===== src/rtl/dmem_arb_pkg.sv =====
// Shared encodings and defaults for the two-port data-memory arbiter.
package dmem_arb_pkg;

  typedef enum logic [1:0] {
    IDLE   = 2'd0,
    ACCESS = 2'd1,
    DONE   = 2'd2
  } state_t;

  localparam int AW_DEF    = 8;
  localparam int DW_DEF    = 16;
  localparam int DEPTH_DEF = 13;

  localparam logic P0 = 1'b0;
  localparam logic P1 = 1'b1;

endpackage


===== src/rtl/dmem_arb_pick.sv =====
// Combinational 2-way round-robin picker: on a tie the port that did not win last time is chosen.
module dmem_arb_pick
  import dmem_arb_pkg::*;
(
  input  logic req0,
  input  logic req1,
  input  logic last_grant,
  output logic valid,
  output logic winner
);

  assign valid  = req0 | req1;
  assign winner = (req0 && req1) ? ~last_grant : (req1 ? P1 : P0);

endmodule


===== src/rtl/dmem_arbiter.sv =====
// Round-robin arbiter/sequencer sharing one single-port data memory between two requesters.
// Optional address range check enabled by defining DMEM_ARB_RANGE_CHK_EN (adds err0/err1).
module dmem_arbiter
  import dmem_arb_pkg::*;
#(
  parameter int AW    = AW_DEF,
  parameter int DW    = DW_DEF,
  parameter int DEPTH = DEPTH_DEF
) (
  input  logic          clk,
  input  logic          rst_n,
  input  logic          req0,
  input  logic          req1,
  input  logic          we0,
  input  logic          we1,
  input  logic [AW-1:0] addr0,
  input  logic [AW-1:0] addr1,
  input  logic [DW-1:0] wdata0,
  input  logic [DW-1:0] wdata1,
  output logic          ack0,
  output logic          ack1,
  output logic [DW-1:0] rdata0,
  output logic [DW-1:0] rdata1,
`ifdef DMEM_ARB_RANGE_CHK_EN
  output logic          err0,
  output logic          err1,
`endif
  output logic          mem_read,
  output logic          mem_wrt,
  output logic [AW-1:0] mem_addr,
  output logic [DW-1:0] mem_wd,
  input  logic [DW-1:0] mem_rdata,
  output logic          busy
);

  state_t        state_reg, state_next;
  logic          last_grant_reg, last_grant_next;
  logic          ack0_next, ack1_next;
  logic [DW-1:0] rdata0_next, rdata1_next;
  logic          mem_read_next, mem_wrt_next;
  logic [AW-1:0] mem_addr_next;
  logic [DW-1:0] mem_wd_next;

  logic          pick_valid, pick_winner;
  logic          sel_we;
  logic [AW-1:0] sel_addr;
  logic [DW-1:0] sel_wdata;

  dmem_arb_pick u_pick (
    .req0       (req0),
    .req1       (req1),
    .last_grant (last_grant_reg),
    .valid      (pick_valid),
    .winner     (pick_winner)
  );

  assign sel_we    = (pick_winner == P1) ? we1    : we0;
  assign sel_addr  = (pick_winner == P1) ? addr1  : addr0;
  assign sel_wdata = (pick_winner == P1) ? wdata1 : wdata0;
  assign busy      = (state_reg != IDLE);

`ifdef DMEM_ARB_RANGE_CHK_EN
  localparam logic [AW:0] DEPTH_LIM = DEPTH[AW:0];
  logic oob_reg, oob_next, sel_oob;
  logic err0_next, err1_next;
  assign sel_oob = ({1'b0, sel_addr} >= DEPTH_LIM);
`else
  // Without the range check DEPTH has no effect; an impossible depth simply elaborates nothing.
  if (DEPTH > (1 << AW)) begin : g_depth_exceeds_space
  end
`endif

  always_comb begin
    state_next      = state_reg;
    last_grant_next = last_grant_reg;
    ack0_next       = 1'b0;
    ack1_next       = 1'b0;
    rdata0_next     = rdata0;
    rdata1_next     = rdata1;
    mem_read_next   = mem_read;
    mem_wrt_next    = mem_wrt;
    mem_addr_next   = mem_addr;
    mem_wd_next     = mem_wd;
`ifdef DMEM_ARB_RANGE_CHK_EN
    oob_next        = oob_reg;
    err0_next       = 1'b0;
    err1_next       = 1'b0;
`endif
    case (state_reg)
      IDLE: begin
        mem_read_next = 1'b0;
        mem_wrt_next  = 1'b0;
        if (pick_valid) begin
          mem_addr_next   = sel_addr;
          mem_wd_next     = sel_wdata;
          mem_read_next   = !sel_we;
          mem_wrt_next    = sel_we;
          last_grant_next = pick_winner;
          state_next      = ACCESS;
`ifdef DMEM_ARB_RANGE_CHK_EN
          oob_next = sel_oob;
          if (sel_oob) begin
            mem_read_next = 1'b0;
            mem_wrt_next  = 1'b0;
          end
`endif
        end
      end
      ACCESS: begin
        // last_grant_reg holds the current winner for the whole access.
        ack0_next = (last_grant_reg == P0);
        ack1_next = (last_grant_reg == P1);
        if (mem_read) begin
          if (last_grant_reg == P1) rdata1_next = mem_rdata;
          else                      rdata0_next = mem_rdata;
        end
`ifdef DMEM_ARB_RANGE_CHK_EN
        if (oob_reg) begin
          if (last_grant_reg == P1) begin
            rdata1_next = '0;
            err1_next   = 1'b1;
          end else begin
            rdata0_next = '0;
            err0_next   = 1'b1;
          end
        end
`endif
        mem_read_next = 1'b0;
        mem_wrt_next  = 1'b0;
        state_next    = DONE;
      end
      DONE:    state_next = IDLE;
      default: state_next = IDLE;
    endcase
  end

  always_ff @(posedge clk) begin
    if (!rst_n) begin
      state_reg      <= IDLE;
      last_grant_reg <= P1;
      ack0           <= 1'b0;
      ack1           <= 1'b0;
      rdata0         <= '0;
      rdata1         <= '0;
      mem_read       <= 1'b0;
      mem_wrt        <= 1'b0;
      mem_addr       <= '0;
      mem_wd         <= '0;
`ifdef DMEM_ARB_RANGE_CHK_EN
      oob_reg        <= 1'b0;
      err0           <= 1'b0;
      err1           <= 1'b0;
`endif
    end else begin
      state_reg      <= state_next;
      last_grant_reg <= last_grant_next;
      ack0           <= ack0_next;
      ack1           <= ack1_next;
      rdata0         <= rdata0_next;
      rdata1         <= rdata1_next;
      mem_read       <= mem_read_next;
      mem_wrt        <= mem_wrt_next;
      mem_addr       <= mem_addr_next;
      mem_wd         <= mem_wd_next;
`ifdef DMEM_ARB_RANGE_CHK_EN
      oob_reg        <= oob_next;
      err0           <= err0_next;
      err1           <= err1_next;
`endif
    end
  end

endmodule


===== config.mk =====
export PLATFORM = sky130hd
export DESIGN_NAME = dmem_arbiter
export DESIGN_NICKNAME = d
export VERILOG_FILES = /design/src/rtl/dmem_arb_pkg.sv /design/src/rtl/dmem_arb_pick.sv /design/src/rtl/dmem_arbiter.sv
export SDC_FILE = /design/constraint.sdc
export NUM_CORES = 1
export LEC_CHECK = 0
export ABC_CLOCK_PERIOD_IN_PS = 4300
export BUFFER_PORTS_ARGS = -buffer_cell sky130_fd_sc_hd__clkbuf_2
export CAP_MARGIN = 20
export CORE_UTILIZATION = 36
export DETAILED_ROUTE_END_ITERATION = 8
export PLACE_DENSITY_LB_ADDON = 0.1
export SLEW_MARGIN = 20
export SYNTH_ARGS = -nofsm -noshare
export SYNTH_HDL_FRONTEND = slang
export SYNTH_HIERARCHICAL = 1
export SYNTH_SLANG_ARGS = --single-unit

===== constraint.sdc =====
create_clock -name clk -period 4.3 [get_ports clk]
set_input_delay 1.29 -clock clk [delete_from_list [all_inputs] [get_ports clk]]
set_output_delay 1.29 -clock clk [all_outputs]
set_load 0.05 [all_outputs]

Yosys cells after proc, flatten, opt, wreduce, memory -nomap -nowiden
Index checks and enable logic that the tools add are counted.
{ "word_totals": {"register_bits": 63, "wordCells": 34} }
{ "op_classes": {"eq_ne": 2, "muxes": 11, "bitwise_logic": 2, "n_reduce_logical": 9} }
{ "ops": {"columns": ["op", "n"], "rows": [
  ["$mux 16", 1],
  ["$mux 8", 1],
  ["$reduce_and 3->1", 2],
  ["$mux 1", 5],
  ["$pmux 1 s2", 2],
  ["$pmux 2 s2", 1],
  ["$reduce_and 2->1", 2],
  ["$reduce_bool 2->1", 2],
  ["$eq 2x1->1 const B", 1],
  ["$logic_not 2->1", 1],
  ["$mux 2", 1],
  ["$ne 2x2->1 const B", 1],
  ["$logic_and 1x1->1", 1],
  ["$logic_not 1->1", 1],
  ["$not 1->1", 1],
  ["$or 1x1->1", 1]
]} }

Logic depth before layout (Yosys ltp)
Gate-level depths: netlist of the first run.
{ "logic_depth": {"word_depth": 6, "depth_mapped": 5, "ltp_nobuf": 4} }

Cells and area by module
The synthesis of the first run kept the hierarchy.
{ "modules_own_cells": {"columns": ["mod", "n_inst", "cells_each", "area_per_inst_um2", "seq_area_each_um2"], "rows": [
  ["dmem_arbiter", 1, 252, 2531.2, 1261.2],
  ["dmem_arb_pick", 1, 2, 13.8, 0.0]
]} }

Worst setup path after synthesis of the first run
OpenSTA, ideal clock, no wires.
{ "synth_path": {"kind": "input to register", "from": "in req1", "to": "reg mem_wd[2]", "arrival_time_ps": 2133, "required_time_ps": 4168, "setup_slack_ps": 2035, "cell_stages": 5, "path_buffers": 2, "path_cell_list": "a21boi_1 > buf_4 > buf_2 > mux2i_1 > o22ai_1"} }
{ "synth_between": {"elab_chain_len": 3} }
{ "synth_rtl": {"columns": ["element", "line_no", "text"], "rows": [
  ["from (decl)", "dmem_arbiter.sv:13", "input logic req1,"],
  ["$mux 1 / $logic_and 1x1->1 (equally long branches)", "dmem_arb_pick.sv:13", "assign winner = (req0 && req1) ? ~last_grant : (req1 ? P1 : P0);"],
  ["$mux 1", "dmem_arb_pick.sv:13", null],
  ["$mux 16", "dmem_arbiter.sv:59", "assign sel_wdata = (pick_winner == P1) ? wdata1 : wdata0;"],
  ["to (signal assigned)", "dmem_arbiter.sv:164", "mem_wd <= mem_wd_next;"],
  ["to (decl)", "dmem_arbiter.sv:31", "output logic [DW-1:0] mem_wd,"]
]} }
Several ways; a longest one is shown, not always the timed one.
A chain may end at the register's enable or synchronous reset.

==> results.toml, run 1 <==
[critical_path]
worst-path-max-fanout = 38
arrival_ns = 2.94
startpoint_of_the_most_critical_register_to_register_path = "last_grant_reg"
worstPathRequired_ns = 4.55
timing.critical_path.from = "rst_n"
worst_setup_path_start_kind = "input pin"
critPathCaptureType = "register"
setup_cp_type = "in2reg"

[cells_and_area]
drive_gt1_share_pct = 40.1
registers_with_the_most_flip_flops = "mem_wd: 16 flops, rdata0: 16 flops, rdata1: 16 flops"
num-nets-final = 449
multi_input_area_sq_um = 1140
layout.area.seq_sq_um = 1260
areaGrowthSynthToFinish_pct = 33.9
final.fill_count = 677
antenna_cells = 0

[power]
power.total_mw = 1.39
leakage_nw = 1.67
largest_voltage_drop_on_the_vdd_net_uv = 157
power-per-cell-area_nw_per_um2 = 409

[flow_run]
timing.max_cap.violations = 0

[detailed_routing]
wl_per_cell_um = 12.0
vias = 2200
drt_first_pass_iters = 5
drc_errors = 0
ratio_of_routed_vias_to_standard_cells = 4.58
drt-initial-drc-count = 48
antenna_left = 0
postRouteWirelength_mm = 5.77

[sta]
timing.final.setup_violations = 0
hold_violations = 0
rsz0062_at_grt = "no"
layout_setup_ws_ns = 1.61
timing.final.max_slew_violations = 0
clock_skew_ns = 0.00310
period_minus_slack_ns = 2.69
slew_headroom_pct = 30.7
min_period_over_period_pct = 62.5
slew_at_the_pin_closest_to_its_max_slew_limit_ns = 1.04
whs_ns = 0.454
clock.fmax_ghz = 0.372
fin_tns_setup_ns = 0

[global_routing]
antenna_found_initial = 0
grt_usage_pct = 15.8
globalRouteOverflowTotal = 0
grt_first_pass_wirelength_mm = 9.07
maximum_number_of_pins_on_one_net_before_global_route_repair = 41
grt_pass1_vias = 1978

[floorplanning]
die_x_um = 86.1
floorplan.initialDensity_pct = 37.5
die_height_um = 86.1
top_level_ports = 131
fp-row-count = 30
core-area_sq_um = 6790
fp.dieArea_sq_um = 7410

[place]
dpl.hpwl_mm = 4.16
final_wtd_congestion = 0.721
place_ws_ns = 1.25
place.port_buffers = 130

[logic_synthesis]
register_area_share_after_synthesis_pct = 49.6
synth_cell_types = 23
synth.largest_area_cell = "sky130_fd_sc_hd__dfxtp_1"
syn_inst = 254
synthTopCellsByArea = "sky130_fd_sc_hd__dfxtp_1 (50%), sky130_fd_sc_hd__mux2i_1 (22%), sky130_fd_sc_hd__nand2_1 (11%)"
synthesis.area_sq_um = 2540
post_synth.cell_area_avg_sq_um = 10.0
ys.warnings.count = 6
ys_seq_elements = 63
synthDominantCellAreaShare_pct = 49.6
syn-num-nets = 324

[cts]
cts_resized = 0
cts_clk_pin_slew_worst_paths_ns = 0.07
cts_setup_buffers = 0
clkLatencyLatePin_ns = 0.32
clock-root-buffer = "sky130_fd_sc_hd__clkbuf_8"
clock_sinks = 63
cts.htree.levels = 3
number_of_buffers_created_by_cts = 9
clock_tree_from_tritoncts = "done"
post_cts_hold_buffer_count = 0
cts.path.max_buffers = 2

[run_status]
run_status = "completed"

[hold_path]
worst_min_delay_path_class = "reg2reg"
critical_hold_path_startpoint = "rdata0[4]"
[logic make-up after synthesis]
group                  Yosys count  share of synthesized area, %
AND/OR/NAND/NOR                 83                          14.9
flip-flops                      63                          49.6
multiplexers                    57                          22.4
AO/OA/AOI/OAI                   28                          7.08
buffers and inverters           23                          6.05
[layer usage]
layer / routed length, um / up-vias / track usage [%]
met5: 0 / - / 0
met4: 127 / 0 / 8.94
met3: 449 / 12 / 5.10
met2: 2410 / 97 / 22.7
met1: 2780 / 968 / 20.7
li1: - / 1123 / -
[report_power, final]
part	switching [mW]	internal, mW	leakage, nW	total (mW)
sequential	0.0212	0.615	0.514	0.636
clock	0.210	0.281	0.100	0.491
combinational	0.183	0.0839	1.06	0.267
[Yosys cell counts]
master and count:
sky130_fd_sc_hd__or2_1 1, sky130_fd_sc_hd__nor4bb_4 1, sky130_fd_sc_hd__and2_1 2, sky130_fd_sc_hd__nand2_1 72
sky130_fd_sc_hd__clkbuf_1 4, sky130_fd_sc_hd__dfxtp_1 63, sky130_fd_sc_hd__nand3_1 1, sky130_fd_sc_hd__o211ai_1 1
sky130_fd_sc_hd__a32o_1 1, sky130_fd_sc_hd__nand4bb_1 2, sky130_fd_sc_hd__o22ai_1 24, sky130_fd_sc_hd__and3b_2 1
sky130_fd_sc_hd__mux2i_1 57, sky130_fd_sc_hd__nor3b_2 1, sky130_fd_sc_hd__buf_4 5, sky130_fd_sc_hd__inv_1 2
sky130_fd_sc_hd__buf_12 1, sky130_fd_sc_hd__buf_2 8, sky130_fd_sc_hd__or2_2 1, sky130_fd_sc_hd__o21ai_0 1
sky130_fd_sc_hd__buf_6 3, sky130_fd_sc_hd__nand4b_1 1, sky130_fd_sc_hd__a21boi_1 1
[layout make-up]
class	count	area share, %
clock buffers	12	4.26
clock inverters	4	1.32
inverters	2	0.220
multi-input cells	168	33.5
flip-flops and latches	63	37.0
well taps	96	3.52
repair buffers	135	20.2
[worst max-delay path, cell delays in order]
cell and delay (ns):
sky130_fd_sc_hd__clkbuf_2 0.56, sky130_fd_sc_hd__nand4bb_1 0.56, sky130_fd_sc_hd__buf_4 0.39, sky130_fd_sc_hd__o22ai_1 0.12
[layout by cell type, fill, tap and decap left out, types with 2 or more instances in the layout]
master,n
sky130_fd_sc_hd__inv_1,2
sky130_fd_sc_hd__clkinv_2,3
sky130_fd_sc_hd__clkbuf_8,10
sky130_fd_sc_hd__clkbuf_1,2
sky130_fd_sc_hd__o22ai_1,24
sky130_fd_sc_hd__and2_1,2
sky130_fd_sc_hd__dfxtp_1,63
sky130_fd_sc_hd__buf_4,5
sky130_fd_sc_hd__clkbuf_2,130
sky130_fd_sc_hd__mux2i_1,57
sky130_fd_sc_hd__nand2_1,72
sky130_fd_sc_hd__nand4bb_1,2
[path summary, 6_finish.rpt]
check	end	slack, ns	depth (start not counted)
hold / removal	rdata0[4]	0.45	2
setup reg to reg	mem_read	2.47	3
setup / recovery	mem_wd[2]	1.61	4
hold reg to reg	rdata0[4]	0.45	2
[metrics by stage]
step,instance area (sq um),utilization (%),cells
6_report,3410,50.2,480
5_1_grt,3410,50.2,480
4_1_cts,3410,50.2,480
3_5_place_dp,3220,47.4,464
3_3_place_gp,3220,47.4,464
2_1_floorplan,2540,-,254
Note: power is estimated with default switching activity, not from simulation.
==> inputs of run 2 (changes only) <==
--- a/config.mk
+++ b/config.mk
@@ -5,7 +5,7 @@
 export SDC_FILE = /design/constraint.sdc
 export NUM_CORES = 1
 export LEC_CHECK = 0
-export ABC_CLOCK_PERIOD_IN_PS = 4300
+export ABC_CLOCK_PERIOD_IN_PS = 2500
 export BUFFER_PORTS_ARGS = -buffer_cell sky130_fd_sc_hd__clkbuf_2
 export CAP_MARGIN = 20
 export CORE_UTILIZATION = 36
==> constraint.sdc (replaced) <==
create_clock -name clk -period 2.5 [get_ports clk]
set_input_delay 0.75 -clock clk [delete_from_list [all_inputs] [get_ports clk]]
set_output_delay 0.75 -clock clk [all_outputs]
set_load 0.05 [all_outputs]
==> run 2 against run 1 <==
Sequential cell count did not move. Power rose by 89%. Critical path depth fell by 2. Combinational power rose by 75%. Global-route usage rose by 0.56 points. Design area rose by 2.8%. Critical endpoint is now busy. Largest power group unchanged. Highest routed layer unchanged.
==> results.toml, run 2 (same netlist as run 1, synthesis figures left out) <==
[sta]
min_period_over_period_pct = 82.0
timing.final.max_slew_violations = 0
period_minus_slack_ns = 2.05
slew_at_the_pin_closest_to_its_max_slew_limit_ns = 0.480
slew_headroom_pct = 67.8
fin_tns_setup_ns = 0
timing.final.setup_violations = 0
hold_violations = 0
clock_skew_ns = 0.00628
clock.fmax_ghz = 0.488
rsz0062_at_grt = "no"

[critical_path]
worstSetupPathDepth = 2
cp_slowest_stage_delay_ns = 0.40
crit_path_buffers_inverters = 1
worst_setup_path_start_kind = "register"
path_delay_family = "flip-flops"
crit_path_cell_trace = "or2_2, clkbuf_2"
arrival_ns = 1.30
critical_path.slowest_cell = "sky130_fd_sc_hd__dfxtp_1"
worst-path-max-fanout = 9
rr_worst_depth = 4
worstPathRequired_ns = 1.75
setup_cp_type = "reg2out"
critPathCaptureType = "output port"

[floorplanning]
core-area_sq_um = 6790
fp-row-count = 30
fp.dieArea_sq_um = 7410
top_level_ports = 131
die_x_um = 86.1
die_height_um = 86.1
floorplan.initialDensity_pct = 37.5

[detailed_routing]
wl_per_cell_um = 12.1
ratio_of_routed_vias_to_standard_cells = 4.56
antenna_left = 0
drt-initial-drc-count = 44
postRouteWirelength_mm = 5.85
drc_errors = 0
drt_first_pass_iters = 4
vias = 2200

[place]
final_wtd_congestion = 0.725
place.port_buffers = 130
numPlacedInstances = 466
dpl.hpwl_mm = 4.23
placedInstanceArea_sq_um = 3260

[cells_and_area]
most_common_library_cell_in_the_layout_ignoring_fill_and_taps = "sky130_fd_sc_hd__clkbuf_2"
registers_with_the_most_flip_flops = "mem_wd: 16 flops, rdata0: 16 flops, rdata1: 16 flops"
mostFrequentLayoutCells = "sky130_fd_sc_hd__clkbuf_2 (130), sky130_fd_sc_hd__nand2_1 (72), sky130_fd_sc_hd__dfxtp_1 (63)"
fin_cells = 482
areaGrowthSynthToFinish_pct = 37.7
antenna_cells = 0
drive_gt1_share_pct = 40.9
num-nets-final = 451
stdcell_area_sq_um = 3500

[cts]
clkLatencyLatePin_ns = 0.33
clock_tree_from_tritoncts = "done"
cts_resized = 0
clock_sinks = 63
number_of_buffers_created_by_cts = 9
clock-root-buffer = "sky130_fd_sc_hd__clkbuf_8"
cts_clk_pin_slew_worst_paths_ns = 0.06
post_cts_hold_buffer_count = 0
cts.htree.levels = 3
cts.path.max_buffers = 2
cts_setup_buffers = 0

[power]
power-per-cell-area_nw_per_um2 = 752
leakage_nw = 1.71
largest_voltage_drop_on_the_vdd_net_uv = 264

[global_routing]
grt.busiest_layer = "met2"
antenna_found_initial = 0
grt_first_pass_wirelength_mm = 9.25
globalRouteOverflowTotal = 0
global_route.usage.met3_pct = 5.58
grt_pass1_vias = 1931
grt_usage_pct = 16.3
grtUsageMet2_pct = 23.7
maximum_number_of_pins_on_one_net_before_global_route_repair = 77
globalRouteMet1Util_pct = 21.1

[hold_path]
timing.hold.worst_path_depth = 2
worst_min_delay_path_class = "reg2reg"

[run_status]
run_status = "completed"

[flow_run]
timing.max_cap.violations = 0
[run 2: area by class of cell]
| type | instances | area, sq um |
|---|---|---|
| repair buffers | 137 | 728 |
| multi-input cells | 168 | 1140 |
| flip-flops and latches | 63 | 1260 |
| well taps | 96 | 120 |
| fillers | 653 | 3290 |
| clock inverters | 6 | 108 |
| clock buffers | 10 | 138 |
| inverters | 2 | 7.51 |
[run 2: worst reg2reg max path, delay by kind of cell, from the launching register on]
kind,cells,cell delay [ns]
buf+inv,1,0.38
compound gates,2,0.29
mux,1,0.34
flops,1,0.39
[run 2: report_power, final]
part	switching [mW]	internal (mW)	total (mW)
registers	0.0361	1.06	1.09
clock network	0.391	0.686	1.08
logic	0.316	0.151	0.466
total	0.742	1.89	2.64
[run 2: worst paths after layout]
check	startpoint	endpoint	slack, ns
max	state_reg[1]	busy	0.45
min	rdata1[4]	rdata1[4]	0.46
max reg2reg	last_grant_reg	mem_wrt	0.95
min reg2reg	rdata1[4]	rdata1[4]	0.46
[run 2: routing by layer]
metal,up-vias,part of all wire (%)
met4,0,2.2
li1,1130,-
met2,100,45
met1,958,45
met5,-,0
met3,12,8.0
[run 2: through the flow]
step	worst slack, ns	util [%]	power [mW]	hold WS (ns)
2_1_floorplan	0.775	-	1.44	0.525
4_1_cts	0.421	51.6	2.67	0.462
3_3_place_gp	0.575	48.0	1.58	0.443
6_report	0.451	51.6	2.64	0.457
5_1_grt	0.375	51.6	2.74	0.473
3_5_place_dp	0.510	48.0	1.59	0.450
==> inputs of run 3 (changes only) <==
--- a/config.mk
+++ b/config.mk
@@ -5,7 +5,7 @@
 export SDC_FILE = /design/constraint.sdc
 export NUM_CORES = 1
 export LEC_CHECK = 0
-export ABC_CLOCK_PERIOD_IN_PS = 2500
+export ABC_CLOCK_PERIOD_IN_PS = 1900
 export BUFFER_PORTS_ARGS = -buffer_cell sky130_fd_sc_hd__clkbuf_2
 export CAP_MARGIN = 20
 export CORE_UTILIZATION = 36
==> constraint.sdc (replaced) <==
create_clock -name clk -period 1.9 [get_ports clk]
set_input_delay 0.57 -clock clk [delete_from_list [all_inputs] [get_ports clk]]
set_output_delay 0.57 -clock clk [all_outputs]
set_load 0.05 [all_outputs]
==> run 3 against run 2 <==
Setup slack lost 0.35 ns. Non-clock buffer count grew 3. Design area shrank 0.96%. Largest cell class unchanged. Register-to-register slack lost 0.39 ns. Clock-buffer cell count is the same. Combinational power grew 34%. Via count grew 1.0%. Sequential cell count is the same. Critical endpoint unchanged. Largest power group unchanged.
==> results.toml, run 3 (same netlist as run 1, synthesis figures left out) <==
[critical_path]
critPathCaptureType = "output port"
worst-path-max-fanout = 7
rr_worst_depth = 4
setup_cp_type = "reg2out"
worst_setup_path_start_kind = "register"
worstPathRequired_ns = 1.33
arrival_ns = 1.22

[hold_path]
worst_min_delay_path_class = "reg2reg"
timing.hold.worst_path_depth = 2

[cts]
cts_setup_buffers = 0
clkLatencyLatePin_ns = 0.33
post_cts_hold_buffer_count = 0
cts.htree.levels = 3
cts_clk_pin_slew_worst_paths_ns = 0.07
clock_tree_from_tritoncts = "done"
clock-root-buffer = "sky130_fd_sc_hd__clkbuf_8"
number_of_buffers_created_by_cts = 9
cts_resized = 0
cts.path.max_buffers = 2
clock_sinks = 63

[global_routing]
grt_pass1_vias = 2027
maximum_number_of_pins_on_one_net_before_global_route_repair = 34
grt_usage_pct = 16.7
globalRouteOverflowTotal = 0
grt_first_pass_wirelength_mm = 9.56
antenna_found_initial = 0

[cells_and_area]
final.fill_count = 682
stdcell_area_sq_um = 3470
drive_gt1_share_pct = 41.1
layout.area.seq_sq_um = 1260
registers_with_the_most_flip_flops = "mem_wd: 16 flops, rdata0: 16 flops, rdata1: 16 flops"
most_common_library_cell_in_the_layout_ignoring_fill_and_taps = "sky130_fd_sc_hd__clkbuf_2"
areaGrowthSynthToFinish_pct = 36.3
antenna_cells = 0
multi_input_area_sq_um = 1140
mostFrequentLayoutCells = "sky130_fd_sc_hd__clkbuf_2 (130), sky130_fd_sc_hd__nand2_1 (72), sky130_fd_sc_hd__dfxtp_1 (63)"
num-nets-final = 454

[detailed_routing]
postRouteWirelength_mm = 5.97
drt-initial-drc-count = 78
drt_first_pass_iters = 4
antenna_left = 0
vias = 2222
ratio_of_routed_vias_to_standard_cells = 4.58
drc_errors = 0
wl_per_cell_um = 12.3

[power]
power-per-cell-area_nw_per_um2 = 914
leakage_nw = 1.70
largest_voltage_drop_on_the_vdd_net_uv = 326
power.total_mw = 3.17

[floorplanning]
fp.dieArea_sq_um = 7410
die_x_um = 86.1
floorplan.initialDensity_pct = 37.5
core-area_sq_um = 6790
top_level_ports = 131
die_height_um = 86.1
fp-row-count = 30

[sta]
clock_skew_ns = 0.0100
clock.fmax_ghz = 0.557
fin_tns_setup_ns = 0
hold_violations = 0
timing.final.setup_violations = 0
timing.final.max_slew_violations = 0
slew_headroom_pct = 78.2
period_minus_slack_ns = 1.79
rsz0062_at_grt = "no"
slew_at_the_pin_closest_to_its_max_slew_limit_ns = 0.326
whs_ns = 0.460
min_period_over_period_pct = 94.5

[place]
placedInstanceArea_sq_um = 3280
place.port_buffers = 130
dpl.hpwl_mm = 4.33
final_wtd_congestion = 0.726

[flow_run]
timing.max_cap.violations = 0

[run_status]
run_status = "completed"
## run 3: changes by cell type in the layout (fill, tap and decap cells not counted), sizes merged
cell    previous run  this run
bufinv             3         1
buf                7        10
clkinv             2         4
## run 3: final timing paths
| check | slack [ns] | endpoint | from |
|---|---|---|---|
| worst max-delay path | 0.11 | busy | state_reg[0] |
| worst min-delay path | 0.46 | rdata1[13] | rdata1[13] |
| worst max register to register | 0.56 | rdata0[0] | state_reg[1] |
| worst min register to register | 0.46 | rdata1[13] | rdata1[13] |
## run 3: where the power goes
| part | switching (mW) | internal [mW] | leakage (nW) | total (mW) |
|---|---|---|---|---|
| combinational | 0.418 | 0.208 | 1.09 | 0.626 |
| sequential | 0.0454 | 1.39 | 0.514 | 1.44 |
| clock | 0.507 | 0.601 | 0.0960 | 1.11 |
## run 3: layout make-up
cell class | instances | share of cell area, %
inverter | 2 | 0.216
clock inverter | 6 | 1.77
tap | 96 | 3.46
timing repair buffer | 140 | 21.6
clock buffer | 10 | 3.68
sequential | 63 | 36.4
multi-input combinational | 168 | 32.9
## run 3: routing by layer
metal	vias to the layer above	part of all wire [%]	global-route usage, %
li1	1134	-	-
met1	998	45	20.4
met2	84	45	25.8
met3	6	8.1	6.45
met4	0	1.1	7.73
met5	-	0	0
## run 3: critical path: stages (launching register included)
cell	delay, ns
sky130_fd_sc_hd__dfxtp_1	0.37
sky130_fd_sc_hd__or2_2	0.29
sky130_fd_sc_hd__clkbuf_2	0.24
## run 3: per-stage QoR
stage / setup WS [ns] / std cells / utilization, %
5_1_grt: 0.0295 / 485 / 51.1
3_5_place_dp: 0.322 / 469 / 48.3
4_1_cts: 0.0825 / 485 / 51.1
3_3_place_gp: 0.348 / 469 / 48.3
6_report: 0.105 / 485 / 51.1
2_1_floorplan: 0.343 / 254 / -
